**src/rtl/mem_arbiter.sv**
```systemverilog
// Arbitrates the single memCtrl/PSRAM port between video fetch (port 0) and CPU (port 1), with a watchdog.
// Grant-to-ack takes at least 5 cycles plus memCtrl busy time; a requester holds i_reqN until it sees o_ackN.
module mem_arbiter #(
  parameter int ADDR_W  = 24,
  parameter int DATA_W  = 8,
  parameter int TIMEOUT = 4095,
  parameter int FAIR    = 1
) (
  input  logic              i_clkRAM,
  input  logic              reset,
  input  logic              i_req0,
  input  logic              i_write0,
  input  logic [ADDR_W-1:0] i_addr0,
  input  logic              i_bank0,
  input  logic [DATA_W-1:0] i_wdata0,
  input  logic              i_req1,
  input  logic              i_write1,
  input  logic [ADDR_W-1:0] i_addr1,
  input  logic              i_bank1,
  input  logic [DATA_W-1:0] i_wdata1,
  output logic              o_ack0,
  output logic [DATA_W-1:0] o_rdata0,
  output logic              o_ack1,
  output logic [DATA_W-1:0] o_rdata1,
  output logic              o_mc_cs,
  output logic              o_mc_write,
  output logic [ADDR_W-1:0] o_mc_address,
  output logic              o_mc_bank,
  output logic [DATA_W-1:0] o_mc_dataToWrite,
  input  logic [DATA_W-1:0] i_mc_dataRead,
  input  logic              i_mc_busy,
  input  logic              i_mc_dataReady,
  input  logic              i_mc_idle,
  output logic [1:0]        o_grant,
  output logic              o_timeout
);

  localparam int WD_W = $clog2(TIMEOUT + 1);

  typedef enum logic [2:0] {
    IDLE      = 3'd0,
    ISSUE     = 3'd1,
    WAIT_BUSY = 3'd2,
    WAIT_DONE = 3'd3,
    RESPOND   = 3'd4
  } state_t;

  state_t            state, state_nxt;
  logic              owner;
  logic              last_grant;
  logic              win;
  logic              start;
  logic              done;
  logic              abort;
  logic              wd_hit;
  logic [WD_W-1:0]   wd_cnt;

  // On a tie, round-robin hands the port to whoever did not own it last.
  always_comb begin
    win = i_req1;
    if (i_req0 && i_req1) begin
      win = (FAIR != 0) ? ~last_grant : 1'b0;
    end
  end

  assign wd_hit = (wd_cnt >= WD_W'(TIMEOUT - 1));

  always_comb begin
    state_nxt = state;
    start     = 1'b0;
    done      = 1'b0;
    abort     = 1'b0;
    o_mc_cs   = 1'b1;
    o_ack0    = 1'b0;
    o_ack1    = 1'b0;
    case (state)
      IDLE: begin
        if (i_mc_idle && !i_mc_busy && (i_req0 || i_req1)) begin
          start     = 1'b1;
          state_nxt = ISSUE;
        end
      end
      ISSUE: begin
        o_mc_cs   = 1'b0;
        state_nxt = WAIT_BUSY;
      end
      WAIT_BUSY: begin
        if (wd_hit) begin
          abort     = 1'b1;
          state_nxt = RESPOND;
        end else if (i_mc_busy) begin
          state_nxt = WAIT_DONE;
        end
      end
      WAIT_DONE: begin
        if (!i_mc_busy && (o_mc_write || i_mc_dataReady)) begin
          done      = 1'b1;
          state_nxt = RESPOND;
        end else if (wd_hit) begin
          abort     = 1'b1;
          state_nxt = RESPOND;
        end
      end
      RESPOND: begin
        o_ack0    = ~owner;
        o_ack1    = owner;
        state_nxt = IDLE;
      end
      default: state_nxt = IDLE;
    endcase
  end

  always_ff @(posedge i_clkRAM or negedge reset) begin
    if (!reset) begin
      state            <= IDLE;
      owner            <= 1'b0;
      last_grant       <= 1'b1;
      o_grant          <= 2'b00;
      o_mc_write       <= 1'b0;
      o_mc_address     <= '0;
      o_mc_bank        <= 1'b0;
      o_mc_dataToWrite <= '0;
      o_rdata0         <= '0;
      o_rdata1         <= '0;
      o_timeout        <= 1'b0;
      wd_cnt           <= '0;
    end else begin
      state <= state_nxt;
      // Requester inputs are captured only here; later changes do not affect the access.
      if (start) begin
        owner            <= win;
        o_grant          <= win ? 2'b10 : 2'b01;
        o_mc_write       <= win ? i_write1 : i_write0;
        o_mc_address     <= win ? i_addr1  : i_addr0;
        o_mc_bank        <= win ? i_bank1  : i_bank0;
        o_mc_dataToWrite <= win ? i_wdata1 : i_wdata0;
      end
      if (state == ISSUE) begin
        wd_cnt <= '0;
      end else if (state == WAIT_BUSY || state == WAIT_DONE) begin
        wd_cnt <= wd_cnt + 1'b1;
      end
      if (abort) begin
        o_timeout <= 1'b1;
        if (owner) o_rdata1 <= '1;
        else       o_rdata0 <= '1;
      end
      if (done && !o_mc_write) begin
        if (owner) o_rdata1 <= i_mc_dataRead;
        else       o_rdata0 <= i_mc_dataRead;
      end
      if (state == RESPOND) begin
        last_grant <= owner;
        o_grant    <= 2'b00;
      end
    end
  end

endmodule

```
**config.mk**
```make
export PLATFORM = sky130hd
export DESIGN_NAME = mem_arbiter
export DESIGN_NICKNAME = d
export VERILOG_FILES = /design/src/rtl/mem_arbiter.sv
export SDC_FILE = /design/constraint.sdc
export NUM_CORES = 1
export LEC_CHECK = 0
export BUFFER_PORTS_ARGS = -buffer_cell sky130_fd_sc_hd__buf_4
export CORE_MARGIN = 8
export CORE_UTILIZATION = 48
export DETAILED_ROUTE_END_ITERATION = 10
export GPL_TIMING_DRIVEN = 0
export PLACE_DENSITY = 0.81
export SLEW_MARGIN = 20
export SYNTH_ARGS = -nofsm -noshare
export SYNTH_HDL_FRONTEND = slang
export SYNTH_SLANG_ARGS = --single-unit
```
**constraint.sdc**
```tcl
create_clock -name i_clkRAM -period 2.3 [get_ports i_clkRAM]
set_clock_uncertainty 0.15 [all_clocks]
set_input_delay 0.23 -clock i_clkRAM [delete_from_list [all_inputs] [get_ports i_clkRAM]]
set_output_delay 0.23 -clock i_clkRAM [all_outputs]
set_load 0.005 [all_outputs]
```
==> report_table.html, run 1 <==
<table>
<tr><th>Metric</th><th>Value</th></tr>
<tr><th colspan="2">Global route</th></tr>
<tr><td>Combined global-route utilization of all metal layers</td><td>0.2018</td></tr>
<tr><td>Largest net degree at the start of global routing</td><td>71</td></tr>
<tr><td>Antenna violations before repair</td><td>0</td></tr>
<tr><td>First-pass GRT wire length</td><td>15950 um</td></tr>
<tr><td>Remaining Overflow, GRT</td><td>0</td></tr>
<tr><td>Number of global-route vias before repair</td><td>3177</td></tr>
<tr><th colspan="2">STA</th></tr>
<tr><td>Fmax</td><td>459.2 MHz</td></tr>
<tr><td>Period Utilization, post-route</td><td>0.9469</td></tr>
<tr><td>Minimum hold slack</td><td>43.35 ps</td></tr>
<tr><td>Clock period minus worst slack</td><td>2178 ps</td></tr>
<tr><td>Setup-violating endpoint count in the final report</td><td>0</td></tr>
<tr><td>Slew Limit Fails</td><td>0</td></tr>
<tr><td>Unrepaired setup endpoints after global routing</td><td>no</td></tr>
<tr><td>Max transition margin</td><td>0.4240</td></tr>
<tr><td>Slew at the pin closest to its max-slew limit</td><td>864.0 ps</td></tr>
<tr><td>Setup_tns</td><td>0 ps</td></tr>
<tr><td>Final count of hold timing violations</td><td>0</td></tr>
<tr><th colspan="2">Logic synthesis</th></tr>
<tr><td>Share of async-settable or async-resettable flops after synthesis</td><td>1.000</td></tr>
<tr><td>Cell count after synthesis</td><td>342</td></tr>
<tr><td>Proportion of netlist area held by the largest area contributor</td><td>0.5111</td></tr>
<tr><td>Register bit total from synthesis</td><td>70</td></tr>
<tr><td>Main synth FF type</td><td>sky130_fd_sc_hd__dfrtp_1</td></tr>
<tr><td>Syn Std Cell Area</td><td>0.003378 mm2</td></tr>
<tr><td>Portion of the post-synthesis area used by sequential elements</td><td>0.5189</td></tr>
<tr><td>Number of synthesized flops with an enable pin</td><td>0</td></tr>
<tr><td>Total nets after synthesis</td><td>427</td></tr>
<tr><td>Library cell occupying the most area in the post-synthesis netlist</td><td>sky130_fd_sc_hd__dfrtp_1</td></tr>
<tr><td>Synth top area cells</td><td>sky130_fd_sc_hd__dfrtp_1 51%, sky130_fd_sc_hd__mux2i_1 10%, sky130_fd_sc_hd__nor2_1 7.6%, sky130_fd_sc_hd__a21oi_1 6.7%, sky130_fd_sc_hd__nand2b_1 1.9%</td></tr>
<tr><td>Number of distinct standard cells referenced by the synthesized netlist</td><td>40</td></tr>
<tr><td>Mean post-synth cell area</td><td>9.878 um2</td></tr>
<tr><td>Warnings, synthesis</td><td>0</td></tr>
<tr><th colspan="2">Die</th></tr>
<tr><td>Number of rows created at floorplan</td><td>30</td></tr>
<tr><td>Core Region</td><td>0.006794 mm2</td></tr>
<tr><td>Starting Density</td><td>0.4972</td></tr>
<tr><td>Die height</td><td>99.89 um</td></tr>
<tr><td>DIE WIDTH</td><td>99.89 um</td></tr>
<tr><td>Number of I/O pins</td><td>139</td></tr>
<tr><td>Floorplan die area</td><td>0.009978 mm2</td></tr>
<tr><th colspan="2">Worst setup path</th></tr>
<tr><td>Launch instance of the worst register-to-register path</td><td>state[2]</td></tr>
<tr><td>Maximum fanout along the worst path</td><td>10</td></tr>
<tr><td>CP max stage cell</td><td>sky130_fd_sc_hd__dfrtp_1</td></tr>
<tr><td>Delay of the slowest cell on the worst path</td><td>410 ps</td></tr>
<tr><td>Cell seen most often among critical-path stages</td><td>sky130_fd_sc_hd__clkbuf_1</td></tr>
<tr><td>Cell class contributing the biggest share of worst-path delay</td><td>buffers and inverters</td></tr>
<tr><td>Crit path arrival time</td><td>1800 ps</td></tr>
<tr><td>Startpoint types</td><td>flop</td></tr>
<tr><td>Category of the most critical setup path</td><td>reg2out</td></tr>
<tr><td>Required time of the worst setup path</td><td>1920 ps</td></tr>
<tr><td>Buffers and inverters on the worst path</td><td>3</td></tr>
<tr><td>Worst setup startpoint</td><td>owner</td></tr>
<tr><td>Worst reg2reg path depth</td><td>5</td></tr>
<tr><td>Critical Path Sink Type</td><td>output pin</td></tr>
<tr><td>Worst reg2reg setup slack</td><td>330 ps</td></tr>
<tr><td>Cell breakdown of the critical path</td><td>clkbuf_1 &gt; clkbuf_1 &gt; nor2_1 &gt; buf_4</td></tr>
<tr><th colspan="2">Min path</th></tr>
<tr><td>Launch point of the worst hold path</td><td>i_addr1[9]</td></tr>
<tr><td>Hold Crit Endpoint</td><td>o_mc_address[9]</td></tr>
<tr><td>Worst hold path cell count</td><td>3</td></tr>
<tr><td>Path category of the worst min-delay check</td><td>in2reg</td></tr>
<tr><th colspan="2">Route</th></tr>
<tr><td>Antenna violation net count after detailed routing</td><td>0</td></tr>
<tr><td>Drt total wl</td><td>9919 um</td></tr>
<tr><td>Number of detailed-route iterations in the first pass</td><td>4</td></tr>
<tr><td>Total vias in the final route</td><td>3042</td></tr>
<tr><td>Avg Vias per Cell</td><td>5.139</td></tr>
<tr><td>Iteration-0 DRC Markers</td><td>75</td></tr>
<tr><td>Routed length per placed instance</td><td>16.76 um</td></tr>
<tr><td>DRC violation count after routing</td><td>0</td></tr>
<tr><th colspan="2">Clocking</th></tr>
<tr><td>Post-CTS Setup Inserts</td><td>0</td></tr>
<tr><td>CTS clk-pin slew, worst paths</td><td>70 ps</td></tr>
<tr><td>Inserted Clock Buffers</td><td>9</td></tr>
<tr><td>Cell at the root of the clock tree</td><td>sky130_fd_sc_hd__clkbuf_8</td></tr>
<tr><td>Gates resized, CTS repair</td><td>0</td></tr>
<tr><td>Clock Sinks</td><td>70</td></tr>
<tr><td>Clock latency of the later-clocked register in the worst-skew pair</td><td>340 ps</td></tr>
<tr><td>Clk buf depth</td><td>2</td></tr>
<tr><td>Htree depth</td><td>3</td></tr>
<tr><td>Total of hold buffers inserted after clock tree synthesis</td><td>1</td></tr>
<tr><td>Clock tree from TritonCTS</td><td>built</td></tr>
<tr><th colspan="2">Final layout</th></tr>
<tr><td>Non-filler cells in the finished layout</td><td>592</td></tr>
<tr><td>Area Overhead vs Synth</td><td>39.48%</td></tr>
<tr><td>Core occupancy in the finished layout</td><td>0.6936</td></tr>
<tr><td>Total area of multi-input combinational cells</td><td>0.001484 mm2</td></tr>
<tr><td>Most frequent cells in the layout</td><td>138 x sky130_fd_sc_hd__buf_4, 69 x sky130_fd_sc_hd__dfrtp_1, 68 x sky130_fd_sc_hd__nor2_1, 45 x sky130_fd_sc_hd__a21oi_1, 34 x sky130_fd_sc_hd__mux2i_1</td></tr>
<tr><td>Fill count</td><td>526</td></tr>
<tr><td>Share of cells above drive strength 1</td><td>0.3448</td></tr>
<tr><td>Final net count</td><td>577</td></tr>
<tr><td>Leading cell type in the layout, fill and taps excluded</td><td>sky130_fd_sc_hd__buf_4</td></tr>
<tr><td>Final antenna diode count</td><td>0</td></tr>
<tr><td>Area used by sequential logic in the layout</td><td>0.001753 mm2</td></tr>
<tr><th colspan="2">Placed design</th></tr>
<tr><td>Number of I/O port buffers</td><td>138</td></tr>
<tr><td>Weighted congestion reported at the end of routability-driven placement</td><td>0.7773</td></tr>
<tr><td>Final HPWL from detailed placement</td><td>7652 um</td></tr>
<tr><td>DP Cell Count</td><td>576</td></tr>
<tr><th colspan="2">Power and ir drop</th></tr>
<tr><td>Leak</td><td>0.002292 uW</td></tr>
<tr><td>Cell Pwr Density</td><td>1051 mW/mm2</td></tr>
<tr><td>Peak supply drop</td><td>508.9 uV</td></tr>
<tr><th colspan="2">Outcome</th></tr>
<tr><td>Outcome</td><td>finished, final reports clean</td></tr>
<tr><th colspan="2">Flow run</th></tr>
<tr><td>Number of max-capacitance violations reported</td><td>0</td></tr>
</table>
-- cell usage after synthesis, types with 2 or more instances --
cell type / number
sky130_fd_sc_hd__inv_1: 11
sky130_fd_sc_hd__a21oi_1: 45
sky130_fd_sc_hd__nand2b_1: 10
sky130_fd_sc_hd__o21ai_0: 8
sky130_fd_sc_hd__nand3_1: 3
sky130_fd_sc_hd__ha_1: 2
sky130_fd_sc_hd__buf_2: 11
sky130_fd_sc_hd__nor2b_1: 2
sky130_fd_sc_hd__o22ai_1: 7
sky130_fd_sc_hd__nor2_1: 68
sky130_fd_sc_hd__nor4_1: 4
sky130_fd_sc_hd__dfrtp_1: 69
sky130_fd_sc_hd__clkbuf_1: 9
sky130_fd_sc_hd__xor2_1: 3
sky130_fd_sc_hd__a221oi_1: 6
sky130_fd_sc_hd__nand4_1: 3
sky130_fd_sc_hd__nand2_1: 12
sky130_fd_sc_hd__nor3_1: 10
sky130_fd_sc_hd__mux2i_1: 34
sky130_fd_sc_hd__xnor2_1: 5
-- per-layer routing --
layer,GRT usage,part of all wire,vias up
met3,0.09343,0.097,7
met4,0.06286,0.0090,0
met2,0.3207,0.47,112
met1,0.2365,0.42,1442
met5,0,0,-
li1,-,-,1481
-- tightest hold or removal path: cells and delay by family --
family | cells | cell delay, ps
buffers and inverters | 1 | 70
AOI/OAI and AO/OA | 1 | 130
muxes | 1 | 50
-- where the power goes --
part	switching (uW)	internal, uW	leakage [uW]
Clock	430	445	0.0000865
Combinational	987	1030	0.00134
Sequential	354	1710	0.000869
Total	1770	3180	0.00229
-- how the worst max path moves through the flow --
stage | depth (start not counted) | endpoint | slack (ps)
detailed placement | 7 | o_mc_address[22] | 340
global placement | 5 | flop | 380
floorplan | 6 | flop | 580
CTS | 4 | o_ack0 | 120
global route | 4 | o_ack0 | 10
finish | 4 | o_ack0 | 120
-- layout make-up --
cell class,instances,area share
clock buffer,14,0.03452
buffer,21,0.02124
sequential,70,0.3720
inverter,11,0.008763
timing repair buffer,139,0.2220
clock inverter,1,0.001062
tap,96,0.02549
multi-input combinational,240,0.3149
-- metrics by stage --
stage	setup WS, ps	power (uW)	cell area [um2]
floorplan	579.1	2989	3378
global placement	380.7	4025	4534
detailed placement	337.9	4102	4534
CTS	116.1	4998	4712
global route	9.563	5305	4712
finish	122.1	4954	4712
-- logic make-up after synthesis --
group | synth area share
AOI/OAI and AO/OA | 0.1356
xor gates and xnor gates | 0.02074
adders and majority gates | 0.007406
buffers and inverters | 0.04185
DFF | 0.5189
muxes | 0.1007
and+or+nand+nor | 0.1748
(Power assumes the default switching activity.)
==> run 2: changes to the inputs <==
--- a/config.mk
+++ b/config.mk
@@ -6,11 +6,14 @@
 export NUM_CORES = 1
 export LEC_CHECK = 0
 export BUFFER_PORTS_ARGS = -buffer_cell sky130_fd_sc_hd__buf_4
+export CELL_PAD_IN_SITES_DETAIL_PLACEMENT = 1
+export CELL_PAD_IN_SITES_GLOBAL_PLACEMENT = 2
 export CORE_MARGIN = 8
-export CORE_UTILIZATION = 48
+export CORE_UTILIZATION = 28
 export DETAILED_ROUTE_END_ITERATION = 10
 export GPL_TIMING_DRIVEN = 0
 export PLACE_DENSITY = 0.81
+export REMOVE_ABC_BUFFERS = 1
 export SLEW_MARGIN = 20
 export SYNTH_ARGS = -nofsm -noshare
 export SYNTH_HDL_FRONTEND = slang
==> run 2 against run 1 <==
  * Die area grew 59%
  * First-iteration DRC count grew 55%
  * Cell count grew 5.6%
  * Cell area grew 3.9%
  * Clock power grew 65%
  * Worst setup slack gained 150 ps
  * Hold slack gained 4.3 ps
==> report_table.html, run 2 (same netlist as run 1, synthesis figures left out) <==
<table>
<tr><th>Metric</th><th>Value</th></tr>
<tr><th colspan="2">Min path</th></tr>
<tr><td>Path category of the worst min-delay check</td><td>in2reg</td></tr>
<tr><td>Launch point of the worst hold path</td><td>i_addr0[10]</td></tr>
<tr><td>Hold Crit Endpoint</td><td>o_mc_address[10]</td></tr>
<tr><td>Worst hold path cell count</td><td>3</td></tr>
<tr><th colspan="2">STA</th></tr>
<tr><td>Slew at the pin closest to its max-slew limit</td><td>934.8 ps</td></tr>
<tr><td>Slew Limit Fails</td><td>0</td></tr>
<tr><td>Max transition margin</td><td>0.3768</td></tr>
<tr><td>Final count of hold timing violations</td><td>0</td></tr>
<tr><td>Period Utilization, post-route</td><td>0.8809</td></tr>
<tr><td>Clock period minus worst slack</td><td>2026 ps</td></tr>
<tr><td>Unrepaired setup endpoints after global routing</td><td>no</td></tr>
<tr><td>Setup-violating endpoint count in the final report</td><td>0</td></tr>
<tr><td>Setup_tns</td><td>0 ps</td></tr>
<tr><td>Fmax</td><td>493.6 MHz</td></tr>
<tr><th colspan="2">Placed design</th></tr>
<tr><td>Weighted congestion reported at the end of routability-driven placement</td><td>0.7467</td></tr>
<tr><td>DP Cell Count</td><td>608</td></tr>
<tr><td>Final HPWL from detailed placement</td><td>7544 um</td></tr>
<tr><td>Area post-placement</td><td>0.004566 mm2</td></tr>
<tr><td>Number of I/O port buffers</td><td>138</td></tr>
<tr><th colspan="2">Clocking</th></tr>
<tr><td>Clock Sinks</td><td>70</td></tr>
<tr><td>Htree depth</td><td>3</td></tr>
<tr><td>Clock latency of the later-clocked register in the worst-skew pair</td><td>330 ps</td></tr>
<tr><td>Cell at the root of the clock tree</td><td>sky130_fd_sc_hd__clkbuf_16</td></tr>
<tr><td>Clock tree from TritonCTS</td><td>built</td></tr>
<tr><td>CTS clk-pin slew, worst paths</td><td>60 ps</td></tr>
<tr><td>Inserted Clock Buffers</td><td>9</td></tr>
<tr><td>Clk buf depth</td><td>2</td></tr>
<tr><th colspan="2">Die</th></tr>
<tr><td>Die height</td><td>125.8 um</td></tr>
<tr><td>Floorplan die area</td><td>0.01584 mm2</td></tr>
<tr><td>Starting Density</td><td>0.2836</td></tr>
<tr><td>Core Region</td><td>0.01191 mm2</td></tr>
<tr><td>Number of I/O pins</td><td>139</td></tr>
<tr><td>DIE WIDTH</td><td>125.8 um</td></tr>
<tr><td>Number of rows created at floorplan</td><td>40</td></tr>
<tr><th colspan="2">Global route</th></tr>
<tr><td>Antenna violations before repair</td><td>0</td></tr>
<tr><td>Remaining Overflow, GRT</td><td>0</td></tr>
<tr><td>Largest net degree at the start of global routing</td><td>72</td></tr>
<tr><td>First-pass GRT wire length</td><td>16500 um</td></tr>
<tr><td>Number of global-route vias before repair</td><td>3216</td></tr>
<tr><td>Combined global-route utilization of all metal layers</td><td>0.1276</td></tr>
<tr><th colspan="2">Outcome</th></tr>
<tr><td>Outcome</td><td>finished, final reports clean</td></tr>
<tr><th colspan="2">Worst setup path</th></tr>
<tr><td>Maximum fanout along the worst path</td><td>16</td></tr>
<tr><td>Category of the most critical setup path</td><td>reg2reg</td></tr>
<tr><td>Crit path arrival time</td><td>2090 ps</td></tr>
<tr><td>Critical Path Sink Type</td><td>flop</td></tr>
<tr><td>Worst reg2reg path depth</td><td>4</td></tr>
<tr><td>Launch instance of the worst register-to-register path</td><td>state[1]</td></tr>
<tr><td>Startpoint types</td><td>flop</td></tr>
<tr><td>Worst reg2reg setup slack</td><td>270 ps</td></tr>
<tr><td>Required time of the worst setup path</td><td>2370 ps</td></tr>
<tr><th colspan="2">Final layout</th></tr>
<tr><td>Leading cell type in the layout, fill and taps excluded</td><td>sky130_fd_sc_hd__buf_4</td></tr>
<tr><td>Fill count</td><td>1370</td></tr>
<tr><td>Most frequent cells in the layout</td><td>138 x sky130_fd_sc_hd__buf_4, 68 x sky130_fd_sc_hd__dfrtp_1, 67 x sky130_fd_sc_hd__nor2_1, 45 x sky130_fd_sc_hd__a21oi_1, 34 x sky130_fd_sc_hd__mux2i_1</td></tr>
<tr><td>Final net count</td><td>558</td></tr>
<tr><td>Post-route cell area</td><td>0.004895 mm2</td></tr>
<tr><td>Area Overhead vs Synth</td><td>44.89%</td></tr>
<tr><td>Share of cells above drive strength 1</td><td>0.3556</td></tr>
<tr><td>Final antenna diode count</td><td>0</td></tr>
<tr><td>Non-filler cells in the finished layout</td><td>625</td></tr>
<tr><th colspan="2">Route</th></tr>
<tr><td>Number of detailed-route iterations in the first pass</td><td>4</td></tr>
<tr><td>Drt total wl</td><td>10220 um</td></tr>
<tr><td>Total vias in the final route</td><td>2976</td></tr>
<tr><td>DRC violation count after routing</td><td>0</td></tr>
<tr><td>Iteration-0 DRC Markers</td><td>116</td></tr>
<tr><td>Antenna violation net count after detailed routing</td><td>0</td></tr>
<tr><td>Routed length per placed instance</td><td>16.35 um</td></tr>
<tr><td>Avg Vias per Cell</td><td>4.762</td></tr>
<tr><th colspan="2">Power and ir drop</th></tr>
<tr><td>Peak supply drop</td><td>447.7 uV</td></tr>
<tr><td>Cell Pwr Density</td><td>1119 mW/mm2</td></tr>
<tr><td>Leak</td><td>0.002328 uW</td></tr>
<tr><th colspan="2">Flow run</th></tr>
<tr><td>Number of max-capacitance violations reported</td><td>0</td></tr>
</table>
run 2: what timing repair did:
| item | 4_1_cts | 5_1_grt |
|---|---|---|
| hold buffers | 1 | 0 |
| endpoints found under the hold margin | 69 | 0 |
| buffers inserted | 0 | 0 |
| setup endpoints to repair | 2 | 1 |
| gates resized for setup | 2 | 1 |
run 2: through the flow:
step	utilization	total power (uW)	hold WS [ps]	worst slack, ps
global route	0.4109	5859	51.34	79.22
CTS	0.4104	5568	43.69	48.58
detailed placement	0.3833	4086	293.3	6.286
global placement	0.3776	4011	289.9	-3943
floorplan	-	2982	-215.6	-2530
finish	0.4109	5479	47.66	273.9
run 2: how the worst max path moves through the flow:
stage                    start                  end  slack [ps]
finish                state[1]                 flop         270
global route          state[1]                 flop          80
CTS                   state[1]              o_mc_cs          50
detailed placement    state[2]                 flop           6
global placement    last_grant  o_mc_dataToWrite[4]       -3940
floorplan           last_grant      o_mc_address[0]       -2530
run 2: final cells by class:
| class | count | area [um2] | share of cell area |
|---|---|---|---|
| clock buffer | 11 | 252.7 | 0.05164 |
| clock inverter | 5 | 56.30 | 0.01150 |
| inverter | 11 | 41.29 | 0.008436 |
| multi-input combinational | 240 | 1518 | 0.3101 |
| sequential | 70 | 1754 | 0.3584 |
| tap | 147 | 183.9 | 0.03758 |
| timing repair buffer | 141 | 1089 | 0.2224 |
run 2: worst max-delay path, stage by stage, from the launching register on:
cell                       delay, ps
sky130_fd_sc_hd__dfrtp_1         530
sky130_fd_sc_hd__nand2b_1        250
sky130_fd_sc_hd__nor2_2          600
sky130_fd_sc_hd__nor2_1           80
sky130_fd_sc_hd__a221oi_1        310
run 2: per-layer routing:
metal	wire length [um]	vias up	track usage
met5	0	-	0
met2	5122	74	0.2244
met3	722	9	0.04557
li1	-	1451	-
met1	4263	1442	0.1403
met4	108	0	0.04246
run 2: where the power goes:
part | leakage [uW] | internal, uW | switching (uW) | total, uW
Sequential | 0.000868 | 1710 | 426 | 2130
Clock | 0.000152 | 899 | 540 | 1440
Combinational | 0.00131 | 1030 | 872 | 1910
Total | 0.00233 | 3640 | 1840 | 5480
